## config.mk

```make
export PLATFORM = sky130hd
export DESIGN_NAME = top_digitalclock
export DESIGN_NICKNAME = d
export VERILOG_FILES = /design/src/rtl/top_digitalclock.sv
export SDC_FILE = /design/constraint.sdc
export NUM_CORES = 1
export LEC_CHECK = 0
export BUFFER_PORTS_ARGS = -buffer_cell sky130_fd_sc_hd__buf_2
export CAP_MARGIN = 20
export CORE_MARGIN = 2
export CORE_UTILIZATION = 50
export CTS_BUF_LIST = sky130_fd_sc_hd__clkbuf_2
export DETAILED_ROUTE_END_ITERATION = 12
export GPL_ROUTABILITY_DRIVEN = 0
export HOLD_SLACK_MARGIN = 0.06
export PLACE_DENSITY_LB_ADDON = 0.3
export SLEW_MARGIN = 20
export SYNTH_ARGS = -nofsm -noshare
export SYNTH_HDL_FRONTEND = slang
export SYNTH_SLANG_ARGS = --single-unit
```

## constraint.sdc

```tcl
create_clock -name clk -period 7.82 [get_ports clk]
set_clock_uncertainty 0.15 [all_clocks]
set_input_delay 0.391 -clock clk [delete_from_list [all_inputs] [get_ports clk]]
set_output_delay 0.391 -clock clk [all_outputs]
set_load 0.02 [all_outputs]
```

## src/rtl/top_digitalclock.sv

```systemverilog
// 24-hour HH:MM:SS clock: a prescaler produces a 1 Hz tick that advances six BCD digits driving active-low 7-segment outputs.
// Optional LEADING_ZERO_BLANK_EN blanks the hours tens display when that digit is 0.
module top_digitalclock #(
  parameter int CLK_FREQ = 50_000_000
) (
  input  logic       clk,
  input  logic       rst,
  input  logic       enable,
  output logic [6:0] seg_s10,
  output logic [6:0] seg_s1,
  output logic [6:0] seg_m10,
  output logic [6:0] seg_m1,
  output logic [6:0] seg_h10,
  output logic [6:0] seg_h1
);

  localparam int PW = (CLK_FREQ > 2) ? $clog2(CLK_FREQ) : 1;
  localparam logic [PW-1:0] PRESC_LAST = PW'(CLK_FREQ - 1);

  logic [PW-1:0] presc;
  logic [3:0]    s1, s10, m1, m10, h1, h10;
  logic          tick;

  // Tick only fires in an enabled wrap cycle, so dropping enable there simply postpones it.
  assign tick = enable && (presc == PRESC_LAST);

  // NOTE: every register below is assigned with <= so all carries see the pre-edge digit values.
  always_ff @(posedge clk) begin
    if (rst) begin
      presc <= '0;
      s1    <= '0;
      s10   <= '0;
      m1    <= '0;
      m10   <= '0;
      h1    <= '0;
      h10   <= '0;
    end else if (enable) begin
      presc <= tick ? '0 : presc + 1'b1;
      if (tick) begin
        if (s1 != 4'd9) begin
          s1 <= s1 + 4'd1;
        end else begin
          s1 <= 4'd0;
          if (s10 != 4'd5) begin
            s10 <= s10 + 4'd1;
          end else begin
            s10 <= 4'd0;
            if (m1 != 4'd9) begin
              m1 <= m1 + 4'd1;
            end else begin
              m1 <= 4'd0;
              if (m10 != 4'd5) begin
                m10 <= m10 + 4'd1;
              end else begin
                m10 <= 4'd0;
                if (h10 == 4'd2 && h1 == 4'd3) begin
                  h10 <= 4'd0;
                  h1  <= 4'd0;
                end else if (h1 == 4'd9) begin
                  h1  <= 4'd0;
                  h10 <= h10 + 4'd1;
                end else begin
                  h1  <= h1 + 4'd1;
                end
              end
            end
          end
        end
      end
    end
  end

  // Segment order {g,f,e,d,c,b,a}, active-low.
  function automatic logic [6:0] seg7(input logic [3:0] d);
    // NOTE: the default arm gives every input a value, so no latch is inferred.
    case (d)
      4'd0:    seg7 = 7'h40;
      4'd1:    seg7 = 7'h79;
      4'd2:    seg7 = 7'h24;
      4'd3:    seg7 = 7'h30;
      4'd4:    seg7 = 7'h19;
      4'd5:    seg7 = 7'h12;
      4'd6:    seg7 = 7'h02;
      4'd7:    seg7 = 7'h78;
      4'd8:    seg7 = 7'h00;
      4'd9:    seg7 = 7'h10;
      default: seg7 = 7'h7F;
    endcase
  endfunction

  assign seg_s1  = seg7(s1);
  assign seg_s10 = seg7(s10);
  assign seg_m1  = seg7(m1);
  assign seg_m10 = seg7(m10);
  assign seg_h1  = seg7(h1);
`ifdef LEADING_ZERO_BLANK_EN
  assign seg_h10 = (h10 == 4'd0) ? 7'h7F : seg7(h10);
`else
  assign seg_h10 = seg7(h10);
`endif

endmodule

```

* Word level (Yosys, flattened, before mapping)
Memories as Yosys holds them, arrays and structs flattened. A register that Yosys moved wholly into a read port is not among the register bits.
Index checks and enable logic that the tools add are counted.
** Operators by class
- Reduce and logical (&&, ||, !) cells :: 9
- Equal/unequal tests :: 8
- Add/sub/neg operators :: 7
- Mux-type cells :: 21
- Bitwise operators :: 4
** Operator list (number)
- $mux W4 :: 20
- $add A26 B1 Y26 const B :: 1
- $eq A26 B26 Y1 const B :: 1
- $mux W26 :: 1
- $add A4 B1 Y4 const B :: 6
- $eq A4 B2 Y1 const B :: 2
- $ne A4 B3 Y1 const B :: 2
- $ne A4 B4 Y1 const B :: 2
- $reduce_and A7 Y1 :: 1
- $reduce_and A6 Y1 :: 1
- $reduce_and A5 Y1 :: 1
- $eq A4 B4 Y1 const B :: 1
- $not A1 Y1 :: 4
- $reduce_and A4 Y1 :: 1
- $reduce_and A3 Y1 :: 1
- $logic_and A1 B1 Y1 :: 2
- $reduce_and A2 Y1 :: 1
- $reduce_bool A2 Y1 :: 1
** Word-level totals
- Bits in registers :: 50
- Bits of input ports :: 3
- Logic and storage cells :: 62
- Output and inout bits :: 42
- Memories kept :: 6
- Memory bits (read-only) :: 672
** Memories
- (no name shown) :: depth 16, bits a word 7, read ports 1, clocked after Yosys merged registers in 1, write ports 0, line 76 : case (d)
- (no name shown) :: depth 16, bits a word 7, read ports 1, clocked after Yosys merged registers in 1, write ports 0, line 76
- (no name shown) :: depth 16, bits a word 7, read ports 1, clocked after Yosys merged registers in 1, write ports 0, line 76
- (no name shown) :: depth 16, bits a word 7, read ports 1, clocked after Yosys merged registers in 1, write ports 0, line 76
- (no name shown) :: depth 16, bits a word 7, read ports 1, clocked after Yosys merged registers in 1, write ports 0, line 76
- (no name shown) :: depth 16, bits a word 7, read ports 1, clocked after Yosys merged registers in 1, write ports 0, line 76

* Depth between registers and ports, before layout
- Depth in word-level cells :: 6
- Mapped depth :: 15
- Mapped depth without buffers :: 13

* Worst setup path before layout
No wires, ideal clock.
- Path kind :: reg-to-reg
- From :: register presc[7]
- To :: register seg_m10[0] (netlist name)
- Required time :: 7555 ps
- Cell stages (with the launch flop) :: 15
- Clock period less this slack :: 2795 ps
- Buffers on the path :: 2
- Library setup time :: 115 ps
- Arrival time :: 2530 ps
- Setup slack :: 5025 ps
- Cells stage by stage :: dfxtp_1 -> nor4b_2 -> nand4_1 -> buf_2 -> nor3_2 -> buf_2 -> nand2_1 -> a21oi_1 -> inv_1 -> ha_1 -> nor2_1 -> a21oi_1 -> o22ai_1 -> a222oi_1 -> o21a_1
** Between the ends
- Longest elaborated chain between the ends :: 5
** Ends and longest elaborated chain
- start: declaration :: line 20 : logic [PW-1:0] presc;
- start signal: assignment :: line 38 : presc <= tick ? '0 : presc + 1'b1;
- $eq A26 B26 Y1 :: line 25 : assign tick = enable && (presc == PRESC_LAST);
- $logic_and A1 B1 Y1 :: line 25
- $reduce_and A5 Y1 (no source line)
- $mux W4 (no source line) (2 in a row)
No other way between the ends.
A chain may end at the register's enable or synchronous reset.

* Worst setup path in the final report
- From :: register presc[15]
- To :: register seg_m10[5] (netlist name)
** Between the ends
- Longest elaborated chain between the ends :: 5
** Ends and longest elaborated chain (line)
- $eq A26 B26 Y1 :: 25
- $logic_and A1 B1 Y1 :: 25
- $reduce_and A5 Y1 (no source line)
- $mux W4 (no source line) (2 in a row)
No other way between the ends.

==> impl_metrics.ini <==
[route]
via_count = 4449
drc = 0
drtPass1Iterations = 5
totalWireLength_um = 11540
ant_nets = 0
wl_per_cell_um = 14.95
viasPerCell = 5.763
drtIter0Drc = 280

[placed_design]
dpl.cell_count = 756
dpl_cell_area_um2 = 5618
hpwlAfterDp_um = 8177
io_buffers = 44

[timing]
holdWs_ns = 0.2837
setup-violations-final = 0
fmax_mhz = 269.5
rsz0062_at_grt = false
hold_viol_final = 0
fin_tns_setup_ns = 0
worst_pin_slew_ns = 0.8396
min_period_ns = 3.710
slew_violations = 0
relSlewSlack_pct = 43.72
finalCritPeriodShare_pct = 47.45

[min_path]
hp-class = input pin to flop
min-delay-start = rst
min_delay_path_depth = 3
holdPathEnd = presc[6]$_SDFFE_PP0P_

[global_route]
grt_first_pass_wirelength_um = 19300
antenna_found_initial = 0
first_global_vias = 4176
track_usage_pct = 20.50
grt_max_degree = 60
overflow = 0

[synthesis]
ys_types = 79
seq_area_frac_synth_pct = 34.40
yosysWarnings = 0
synth_ff_type = dfxtp_1
synth.ff_latch_count = 92
synthCells = 601
netlist.area_leader.share_pct = 34.40
syn_area_um2 = 5354
synth_area_leader_cell = dfxtp_1
ys_async_sr_fraction_pct = 0
syn_avg_cell_area_um2 = 8.908
syn_nets = 639
ys_top_cells_by_area = dfxtp_1 34%, ha_1 8.2%, mux2i_1 6.2%
synth-edff-count = 0

[setup_path]
cp.buffers_inverters = 1
cpMaxStageDelayCell = nor3_2
path_class = flop to flop
cp-start-kind = flop
cpLargestDelayFamily = simple AND/OR/NAND/NOR gates
slowest_delay_ns = 0.75
path_max_fanout = 12
r2r_start = presc[15]$_SDFFE_PP0P_
r2r_cells = 10
critPathRequiredTime_ns = 8.17
timing.rr.end = seg_m10[5]$_DFF_P_
cp-end-kind = flop
arrival_ns = 4.06
rrSetupSlack_ns = 4.11
cp_cell_sequence = nor4b_2, nand4_1, nor3_2, nand2_1, a21oi_1, inv_1, ha_1, a31oi_1, mux2i_1, a221oi_1

[clock_tree]
cts.sinks = 92
insertion_delay_ns = 0.57
clk_pin_slew_ns = 0.25
clockRootBuffer = clkbuf_2
cts_hold_buf = 1
htreeDepth = 3
cts_resized = 0
tritoncts = built
numCtsBuffers = 9
clk_path_buf_depth = 2
cts_setup_buffers = 0

[cells_and_area]
fill_cells = 962
nets = 670
stdcell_count = 772
drive_gt1_share_pct = 15.41
fin_area_um2 = 5727
syn_to_final_growth_pct = 6.964
diodes = 0

[floorplan]
rows = 37
core_um2 = 10370
initial_utilization_pct = 51.63
fp.dieH_um = 107.5
die_w_um = 107.5
ios = 45
die_area_um2 = 11550

[pwr]
power_density_nw_per_um2 = 125.5
power.total_uw = 718.5
p_leak_uw = 0.002476
ir_drop_uv = 136.2

[flow_run]
cap_violations = 0

[outcome]
status = finished clean
[synthesized netlist by cell type, types with 4 or more instances]
master / count
and3_1: 7
xor2_1: 16
o22ai_1: 8
nand3_1: 22
nand2b_1: 7
a21oi_1: 23
buf_6: 4
nor4_1: 4
clkbuf_1: 14
nor2_1: 64
nor2b_1: 7
or2_2: 5
nand4_1: 16
o21ai_0: 17
o32ai_1: 4
nor3_1: 18
dfxtp_1: 92
inv_1: 37
nand2_1: 30
mux2i_1: 33
mux2_2: 7
a31oi_1: 6
ha_1: 35
o21a_1: 8
buf_2: 8
and2_1: 7
xnor2_1: 16
and4_1: 10
[cell families (layout without fill, tap and decap cells)]
group,after synthesis,in the layout,synth area share (%)
multiplexers,43,43,8.624
flip-flops,92,92,34.40
AND/OR/NAND/NOR,226,226,24.07
AO/OA/AOI/OAI,106,106,14.05
adder cells (fa/ha/maj),35,35,8.179
XOR/XNOR,32,32,5.235
buffers and inverters,67,102,5.445
[flip-flops by register name, summed over array words and instances (netlist names)]
| signal | cells |
|---|---|
| presc | 26 |
| s1 | 4 |
| m1 | 4 |
| seg_h1 | 7 |
| seg_h10 | 7 |
| s10 | 4 |
| seg_m10 | 7 |
| seg_s1 | 7 |
| h1 | 4 |
| m10 | 4 |
| seg_s10 | 7 |
| h10 | 4 |
| seg_m1 | 7 |
[per-stage QoR]
stage / utilization, % / setup slack, ns
2_1_floorplan: - / 5.025
3_3_place_gp: 54.17 / 4.313
3_5_place_dp: 54.17 / 4.151
4_1_cts: 55.22 / 4.106
5_1_grt: 55.22 / 3.802
6_report: 55.22 / 4.110
[tightest hold or removal path, cell delays in order]
cell and delay, ns:
buf_2 0.09, buf_4 0.30, nor2_1 0.16
[placed cells by master (no fill, tap or decap), types with 10 or more instances in the layout]
cell,instances
a21oi_1,23
and4_1,10
buf_2,44
clkbuf_2,12
dfxtp_1,92
ha_1,35
inv_1,37
mux2i_1,33
nand2_1,30
nand3_1,22
nand4_1,16
nor2_1,64
nor3_1,18
o21ai_0,17
xnor2_1,16
xor2_1,16
[power by group]
group / switching, uW / internal [uW]
logic: 12.2 / 4.55
clock network: 155 / 74.7
registers: 0.831 / 471
total: 168 / 550
[per-layer routing]
metal	vias up	share of wire, %	GRT usage (%)
met5	-	0	0
met4	0	1.8	7.967
met3	20	4.1	4.177
met2	119	49	35.13
met1	2105	45	25.15
li1	2205	-	-
[worst max path at each step]
stage	from	to	slack [ns]	cells after the start
floorplan	presc[7]$_SDFFE_PP0P_	seg_m10[0]$_DFF_P_	5.02	14
global placement	presc[15]$_SDFFE_PP0P_	seg_m10[0]$_DFF_P_	4.31	12
detailed placement	presc[15]$_SDFFE_PP0P_	seg_m10[5]$_DFF_P_	4.15	10
CTS	presc[15]$_SDFFE_PP0P_	seg_m10[5]$_DFF_P_	4.11	10
global route	presc[15]$_SDFFE_PP0P_	seg_m10[0]$_DFF_P_	3.80	12
finish	presc[15]$_SDFFE_PP0P_	seg_m10[5]$_DFF_P_	4.11	10
[area by class of cell]
class	instances	area [um^2]	area share, %
sequential	92	1842	32.16
clock buffer	12	60.06	1.049
clock inverter	3	38.79	0.6773
timing repair buffer	47	245.2	4.282
multi-input combinational	442	3221	56.24
inverter	40	150.1	2.622
tap	136	170.2	2.971
No activity file was read; power rests on OpenSTA's default activity.
